--- src/rtl/tpm_host_sequencer_pkg.sv ---
// tpm_defs: state encoding, command/response codes and startup types shared by the TPM host blocks
package tpm_defs;
  typedef enum logic [3:0] {
    S_IDLE, S_INIT, S_SETTLE, S_STARTUP, S_WAIT_SU, S_SELFTEST,
    S_WAIT_ST, S_READY, S_SHUTDOWN, S_WAIT_SD, S_FAIL
  } state_e;
  typedef enum logic [1:0] {
    CMD_STARTUP  = 2'd0,
    CMD_SHUTDOWN = 2'd1,
    CMD_SELFTEST = 2'd2
  } cmd_e;
  localparam logic [3:0] RC_FAILURE    = 4'b0000;
  localparam logic [3:0] RC_INITIALIZE = 4'b0001;
  localparam logic [3:0] RC_VALUE      = 4'b0010;
  localparam logic [3:0] RC_SUCCESS    = 4'b1111;
  localparam logic SU_CLEAR = 1'b0;
  localparam logic SU_STATE = 1'b1;
endpackage

--- src/rtl/tpm_host_sequencer_if.sv ---
// tpm_host_sequencer_if: command/response handshake between the host sequencer and the TPM
interface tpm_host_sequencer_if import tpm_defs::*; ();
  logic       tpm_init;
  logic       cmd_valid;
  logic       cmd_ready;
  cmd_e       cmd_code;
  logic       cmd_param;
  logic       rsp_valid;
  logic [3:0] rsp_code;
  modport master (output tpm_init, cmd_valid, cmd_code, cmd_param, input cmd_ready, rsp_valid, rsp_code);
  modport slave  (input tpm_init, cmd_valid, cmd_code, cmd_param, output cmd_ready, rsp_valid, rsp_code);
endinterface

--- src/rtl/tpm_host_sequencer_timeout_counter.sv ---
// tpm_timeout_counter: saturating cycle counter flagging the LIMIT-th counted cycle
module tpm_timeout_counter #(
  parameter int LIMIT = 4
) (
  input  logic i_clk,
  input  logic i_rst_n,
  input  logic i_clear,
  input  logic i_en,
  output logic o_expired
);
  localparam int W = $clog2(LIMIT + 1);
  localparam logic [W-1:0] LAST = W'(LIMIT - 1);
  localparam logic [W-1:0] MAX  = W'(LIMIT);
  logic [W-1:0] r_count;
  // count enabled cycles, holding at MAX instead of wrapping
  always_ff @(posedge i_clk or negedge i_rst_n)
    if (!i_rst_n) r_count <= '0;
    else if (i_clear) r_count <= '0;
    else if (i_en && r_count != MAX) r_count <= r_count + W'(1);
  assign o_expired = r_count >= LAST;
endmodule

--- src/rtl/tpm_host_sequencer.sv ---
// tpm_host_sequencer: drives the TPM power-up (init, startup, self-test) and shutdown command sequence
module tpm_host_sequencer import tpm_defs::*; #(
  parameter int SETTLE_CYCLES  = 4,
  parameter int TIMEOUT_CYCLES = 200
) (
  input  logic                        i_clk,
  input  logic                        i_rst_n,
  input  logic                        i_start,
  input  logic                        i_startup_type,
  input  logic                        i_do_selftest,
  input  logic                        i_shutdown_req,
  input  logic                        i_shutdown_type,
  tpm_host_sequencer_if.master        bus,
  output logic                        o_ready,
  output logic                        o_busy,
  output logic                        o_fail,
  output logic [3:0]                  o_last_rc
);
  state_e     r_state, w_next;
  logic       r_param, r_retry, r_selftest;
  logic [3:0] r_last_rc;
  logic       w_settle_done, w_timeout, w_wait, w_ok, w_retry, w_go, w_cmd_valid;
  assign w_wait      = r_state inside {S_WAIT_SU, S_WAIT_ST, S_WAIT_SD};
  assign w_ok        = bus.rsp_code == RC_SUCCESS;
  assign w_retry     = bus.rsp_code == RC_VALUE && r_param == SU_STATE && !r_retry;
  assign w_go        = i_start && (r_state == S_IDLE || r_state == S_FAIL);
  assign w_cmd_valid = r_state inside {S_STARTUP, S_SELFTEST, S_SHUTDOWN};
  tpm_timeout_counter #(.LIMIT(SETTLE_CYCLES)) u_settle (
    .i_clk(i_clk), .i_rst_n(i_rst_n), .i_clear(r_state != S_SETTLE),
    .i_en(r_state == S_SETTLE), .o_expired(w_settle_done));
  tpm_timeout_counter #(.LIMIT(TIMEOUT_CYCLES)) u_timeout (
    .i_clk(i_clk), .i_rst_n(i_rst_n), .i_clear(!w_wait),
    .i_en(w_wait), .o_expired(w_timeout));
  // state register; reset abandons any sequence with nothing outstanding
  always_ff @(posedge i_clk or negedge i_rst_n)
    if (!i_rst_n) r_state <= S_IDLE;
    else r_state <= w_next;
  // next state: a response in the last wait cycle takes priority over the timeout
  always_comb begin
    w_next = r_state;
    unique case (r_state)
      S_IDLE:     if (i_start) w_next = S_INIT;
      S_INIT:     w_next = S_SETTLE;
      S_SETTLE:   if (w_settle_done) w_next = S_STARTUP;
      S_STARTUP:  if (bus.cmd_ready) w_next = S_WAIT_SU;
      S_WAIT_SU:  if (bus.rsp_valid) w_next = w_ok ? (r_selftest ? S_SELFTEST : S_READY) : w_retry ? S_STARTUP : S_FAIL;
                  else if (w_timeout) w_next = S_FAIL;
      S_SELFTEST: if (bus.cmd_ready) w_next = S_WAIT_ST;
      S_WAIT_ST:  if (bus.rsp_valid) w_next = w_ok ? S_READY : S_FAIL;
                  else if (w_timeout) w_next = S_FAIL;
      S_READY:    if (i_shutdown_req) w_next = S_SHUTDOWN;
      S_SHUTDOWN: if (bus.cmd_ready) w_next = S_WAIT_SD;
      S_WAIT_SD:  if (bus.rsp_valid) w_next = w_ok ? S_IDLE : S_FAIL;
                  else if (w_timeout) w_next = S_FAIL;
      S_FAIL:     if (i_start) w_next = S_INIT;
      default:    w_next = S_IDLE;
    endcase
  end
  // command parameter, retry/self-test options sampled at start, and response capture
  always_ff @(posedge i_clk or negedge i_rst_n)
    if (!i_rst_n) begin
      r_param    <= 1'b0;
      r_retry    <= 1'b0;
      r_selftest <= 1'b0;
      r_last_rc  <= RC_SUCCESS;
    end else begin
      if (w_go) begin
        r_param    <= i_startup_type;
        r_retry    <= 1'b0;
        r_selftest <= i_do_selftest;
      end else if (r_state == S_WAIT_SU && bus.rsp_valid && w_retry) begin
        r_param <= SU_CLEAR;
        r_retry <= 1'b1;
      end else if (r_state == S_WAIT_SU && w_next == S_SELFTEST) r_param <= 1'b0;
      else if (r_state == S_READY && i_shutdown_req) r_param <= i_shutdown_type;
      if (w_wait && bus.rsp_valid) r_last_rc <= bus.rsp_code;
      else if (w_wait && w_timeout) r_last_rc <= RC_FAILURE;
    end
  assign bus.tpm_init  = r_state == S_INIT;
  assign bus.cmd_valid = w_cmd_valid;
  assign bus.cmd_code  = r_state == S_SHUTDOWN ? CMD_SHUTDOWN : r_state == S_SELFTEST ? CMD_SELFTEST : CMD_STARTUP;
  assign bus.cmd_param = w_cmd_valid & r_param;
  assign o_ready       = r_state == S_READY;
  assign o_fail        = r_state == S_FAIL;
  assign o_busy        = !(r_state inside {S_IDLE, S_READY, S_FAIL});
  assign o_last_rc     = r_last_rc;
endmodule

--- src/flat_wrapper.sv ---
// flat-port wrapper written by rule: the top's interface ports become plain ports
module tpm_host_sequencer_flat import tpm_defs::*;
#(
  parameter int SETTLE_CYCLES  = 4,
  parameter int TIMEOUT_CYCLES = 200
)
  (i_clk, i_rst_n, i_start, i_startup_type, i_do_selftest, i_shutdown_req, i_shutdown_type, o_ready, o_busy, o_fail, o_last_rc, bus_tpm_init, bus_cmd_valid, bus_cmd_code, bus_cmd_param, bus_cmd_ready, bus_rsp_valid, bus_rsp_code);
  tpm_host_sequencer_if bus_i ();
  input  logic i_clk;
  input  logic i_rst_n;
  input  logic i_start;
  input  logic i_startup_type;
  input  logic i_do_selftest;
  input  logic i_shutdown_req;
  input  logic i_shutdown_type;
  output logic o_ready;
  output logic o_busy;
  output logic o_fail;
  output logic [3:0] o_last_rc;
  output wire logic [$bits(bus_i.tpm_init)-1:0] bus_tpm_init;
  output wire logic [$bits(bus_i.cmd_valid)-1:0] bus_cmd_valid;
  output wire logic [$bits(bus_i.cmd_code)-1:0] bus_cmd_code;
  output wire logic [$bits(bus_i.cmd_param)-1:0] bus_cmd_param;
  input wire logic [$bits(bus_i.cmd_ready)-1:0] bus_cmd_ready;
  input wire logic [$bits(bus_i.rsp_valid)-1:0] bus_rsp_valid;
  input wire logic [$bits(bus_i.rsp_code)-1:0] bus_rsp_code;
  assign bus_tpm_init = bus_i.tpm_init;
  assign bus_cmd_valid = bus_i.cmd_valid;
  assign bus_cmd_code = bus_i.cmd_code;
  assign bus_cmd_param = bus_i.cmd_param;
  assign bus_i.cmd_ready = bus_cmd_ready;
  assign bus_i.rsp_valid = bus_rsp_valid;
  assign bus_i.rsp_code = bus_rsp_code;
  tpm_host_sequencer #(.SETTLE_CYCLES(SETTLE_CYCLES), .TIMEOUT_CYCLES(TIMEOUT_CYCLES)) u_core (.i_clk(i_clk), .i_rst_n(i_rst_n), .i_start(i_start), .i_startup_type(i_startup_type), .i_do_selftest(i_do_selftest), .i_shutdown_req(i_shutdown_req), .i_shutdown_type(i_shutdown_type), .bus(bus_i), .o_ready(o_ready), .o_busy(o_busy), .o_fail(o_fail), .o_last_rc(o_last_rc));
endmodule
--- config.mk ---
export PLATFORM = sky130hd
export DESIGN_NAME = tpm_host_sequencer_flat
export DESIGN_NICKNAME = d
export VERILOG_FILES = /design/src/rtl/tpm_host_sequencer_pkg.sv /design/src/rtl/tpm_host_sequencer_if.sv /design/src/rtl/tpm_host_sequencer_timeout_counter.sv /design/src/rtl/tpm_host_sequencer.sv /design/src/flat_wrapper.sv
export SDC_FILE = /design/constraint.sdc
export NUM_CORES = 1
export LEC_CHECK = 0
export ABC_AREA = 0
export CORE_AREA = 2 2 55 57
export DETAILED_ROUTE_END_ITERATION = 16
export DIE_AREA = 0 0 57 59
export PLACE_DENSITY = 0.78
export SLEW_MARGIN = 25
export SYNTH_ARGS = -nofsm -noshare
export SYNTH_HDL_FRONTEND = slang
export SYNTH_HIERARCHICAL = 1
export SYNTH_SLANG_ARGS = --single-unit
--- constraint.sdc ---
create_clock -name i_clk -period 4.6 [get_ports i_clk]
set_input_delay 1.15 -clock i_clk [delete_from_list [all_inputs] [get_ports i_clk]]
set_output_delay 1.15 -clock i_clk [all_outputs]
set_load 0.005 [all_outputs]
==> results.py <==
metrics = {
    "status": {
        "status": "finished, final reports clean",
    },
    "power_and_ir_drop": {
        "power_density_mw_per_mm2": 469,
        "ir_drop_mv": 0.399,
        "cellLeakagePower_nw": 0.720,
    },
    "clocking": {
        "clock_path_buffers": 2,
        "cts.repair.resized": 0,
        "cts_setup_buffers": 0,
        "clk_pin_slew_worst_paths_ns": 0.13,
        "cts_tree": "done",
        "holdBufCountCts": 0,
        "cts.sink_count": 22,
        "worstSkewPairLatency_ns": 0.31,
        "htreeDepth": 1,
        "cts_buffers": 3,
        "clk_root_buffer_cell": "clkbuf_4",
    },
    "die": {
        "core_mm2": 0.00271,
        "num_io_pins": 25,
        "dieArea_mm2": 0.00336,
        "die_w_um": 57,
        "initial_utilization_pct": 56.4,
        "die_h_um": 59,
        "row_count": 19,
    },
    "critical_path": {
        "path_max_fanout": 19,
        "cp.arrival_ns": 2.14,
        "slowest_stage": "dfrtp_1",
        "critPathTopFamily": "flip-flops",
        "crit_path_start": "u_core/r_state[2]$_DFF_PN0_",
        "required_ns": 3.45,
        "crit_path_max_incr_delay_ns": 0.61,
        "end_kind": "primary output",
        "rr_startpoint": "u_core/u_timeout/r_count[0]$_DFFE_PN0P_",
        "path_buf_inv": 1,
        "crit_type": "register to primary output",
        "startpoint_type": "register",
        "critical_path_depth": 5,
        "cp_cell_sequence": "nor2_2 > nand2_1 > o21ai_0 > and2_1 > clkdlybuf4s50_1",
        "rr_worst_depth": 8,
    },
    "finish": {
        "fin_cells": 222,
        "diodes": 0,
        "multi_input_area_um2": 868,
        "n_fill_cell": 246,
        "drive_gt1_share_pct": 11.5,
        "area_growth_pct": 17.8,
        "ff_latch_area_um2": 556,
        "final_net_count": 210,
    },
    "min_path": {
        "hold_depth": 2,
        "worst_hold_path_type": "register to register",
        "min_from": "u_core/r_retry$_DFFE_PN0P_",
    },
    "sta": {
        "rsz0062_at_grt": "false",
        "hold_viol": 0,
        "timing.fmax_mhz": 304,
        "fin_tns_setup_ns": 0,
        "setup_viol": 0,
        "drv_slew": 0,
        "skew_ns": 0.00747,
        "fin_crit_ns": 3.29,
        "tightest_slew_ns": 0.574,
        "max_slew_margin_pct": 61.8,
        "period_share_pct": 71.5,
    },
    "routing": {
        "ant_nets": 0,
        "routed_wl_mm": 3.34,
        "drc": 0,
        "dr.pass1.iters": 4,
        "wl_per_cell_um": 15.0,
        "routed_via_density": 5.89,
        "num_vias": 1308,
        "drt_iter0_markers": 48,
    },
    "placement": {
        "io_buffers": 24,
        "hpwl_mm": 2.47,
        "placedCellCount": 218,
        "globalplace.congestion": 0.871,
    },
    "synthesis": {
        "synth_xor_area_share_pct": 2.87,
        "syn_avg_cell_area_um2": 8.99,
        "syn_area_mm2": 0.00153,
        "synth_top_family_by_area": "simple AND/OR/NAND/NOR gates",
        "synth_compound_area_share_pct": 17.4,
        "synthSimpleGateAreaFrac_pct": 28.3,
        "synthArstFlopShare_pct": 100,
        "synth_edf_count": 0,
        "muxShareOfSynthArea_pct": 4.10,
        "ys_seq_area_share_pct": 36.4,
        "syn_inst": 170,
        "post_synth_num_cell_types": 56,
        "synthAdderAreaFrac_pct": 4.10,
        "synth-seq-cells": 22,
        "yosys_warnings": 6,
        "synthFlopType": "dfrtp_1",
        "synth_nets": 188,
    },
    "global_routing": {
        "antenna_found_initial": 0,
        "gr-total-overflow": 0,
        "grt_pass1_wl_mm": 5.78,
        "gr-usage-all-layers_pct": 21.9,
        "grt_pass1_vias": 1310,
        "grt_max_degree": 23,
    },
    "job": {
        "maxCapViolations": 0,
    },
}
==> worst paths after layout <==
check                                                          end  slack [ns]
hold / removal                          u_core/r_retry$_DFFE_PN0P_        0.52
setup reg to reg                        u_core/r_param$_DFFE_PN0P_        2.24
max in group asynchronous          u_core/o_last_rc[2]$_DFFE_PN1P_        3.48
setup / recovery                                     bus_cmd_param        1.31
min in group asynchronous  u_core/u_timeout/r_count[1]$_DFFE_PN0P_        0.77
hold reg to reg                         u_core/r_retry$_DFFE_PN0P_        0.52
==> state kept, by name, indices dropped and copies added, names as in the netlist <==
name                      flops
u_core/o_last_rc              4
u_core/r_param                1
u_core/r_retry                1
u_core/r_selftest             1
u_core/r_state                4
u_core/u_settle/r_count       3
u_core/u_timeout/r_count      8
==> area by class of cell <==
class | instances | share of cell area (%)
clock inverters | 1 | 1.67
multi-input cells | 128 | 48.3
clock buffers | 3 | 1.25
flip-flops and latches | 22 | 30.9
repair buffers | 24 | 13.1
well taps | 31 | 2.16
inverters | 13 | 2.71
==> tightest hold or removal path: cells and delay by family, from the launching register on <==
| kind | cells | cell delay, ns |
|---|---|---|
| flops | 1 | 0.37 |
| simple gates | 2 | 0.12 |
==> layer usage <==
layer	global-route usage [%]	routed length, um	vias to the layer above
met2	39.2	1770	25
li1	-	-	647
met1	26.2	1410	632
met4	9.30	42	0
met5	0	0	-
met3	3.28	106	4
==> cells in the mapped netlist (3+ instances only) <==
master | number | area share, %
o31ai_1 | 4 | 2.0
nand2b_1 | 4 | 1.6
inv_1 | 13 | 3.2
nand4_1 | 3 | 1.2
buf_6 | 3 | 2.2
xor2_1 | 4 | 2.3
mux2i_1 | 4 | 2.6
nor3_1 | 4 | 1.3
dfstp_2 | 4 | 6.9
nor2_1 | 22 | 5.4
dfrtp_1 | 18 | 29
o21ai_0 | 5 | 1.6
ha_1 | 5 | 4.1
a22o_1 | 5 | 2.9
nand2_1 | 12 | 2.9
a21oi_1 | 12 | 3.9
==> stage by stage <==
step	cell area [um^2]	setup slack [ns]	util (%)	hold WS, ns	power, mW
floorplan	1530	2.29	-	0.459	0.586
global placement	1750	1.75	64.6	0.497	0.681
detailed placement	1750	1.66	64.6	0.495	0.696
CTS	1800	1.30	66.6	0.526	0.848
global route	1800	1.09	66.4	0.550	0.903
finish	1800	1.31	66.4	0.520	0.845
==> layout by cell type (no fill, tap or decap), drive strengths merged, types with 2 or more instances in the layout <==
cell type	instances
clkdlybuf4s50	23
nor2	23
dfrtp	18
inv	13
nand2	12
a21oi	12
o21ai	6
a22o	5
ha	5
nand2b	4
nor3	4
mux2i	4
xor2	4
o31ai	4
dfstp	4
nand4	4
clkbuf	3
and2	3
or2	2
a31oi	2
nand3b	2
a2111oi	2
nand3	2
or4	2
nor4b	2
and3	2
or3	2
mux2	2
==> power breakdown <==
group	switching, mW	internal [mW]
logic	0.164	0.204
registers	0.0817	0.244
clock network	0.0624	0.0881
total	0.308	0.536
==> cells by family after synthesis <==
logic type               count (synthesis)
multiplexers                             6
buffers and inverters                   20
AND/OR/NAND/NOR                         73
flip-flops                              22
XOR/XNOR                                 5
AO/OA/AOI/OAI                           39
adder cells (fa/ha/maj)                  5
Note: power is estimated with default switching activity, not from simulation.
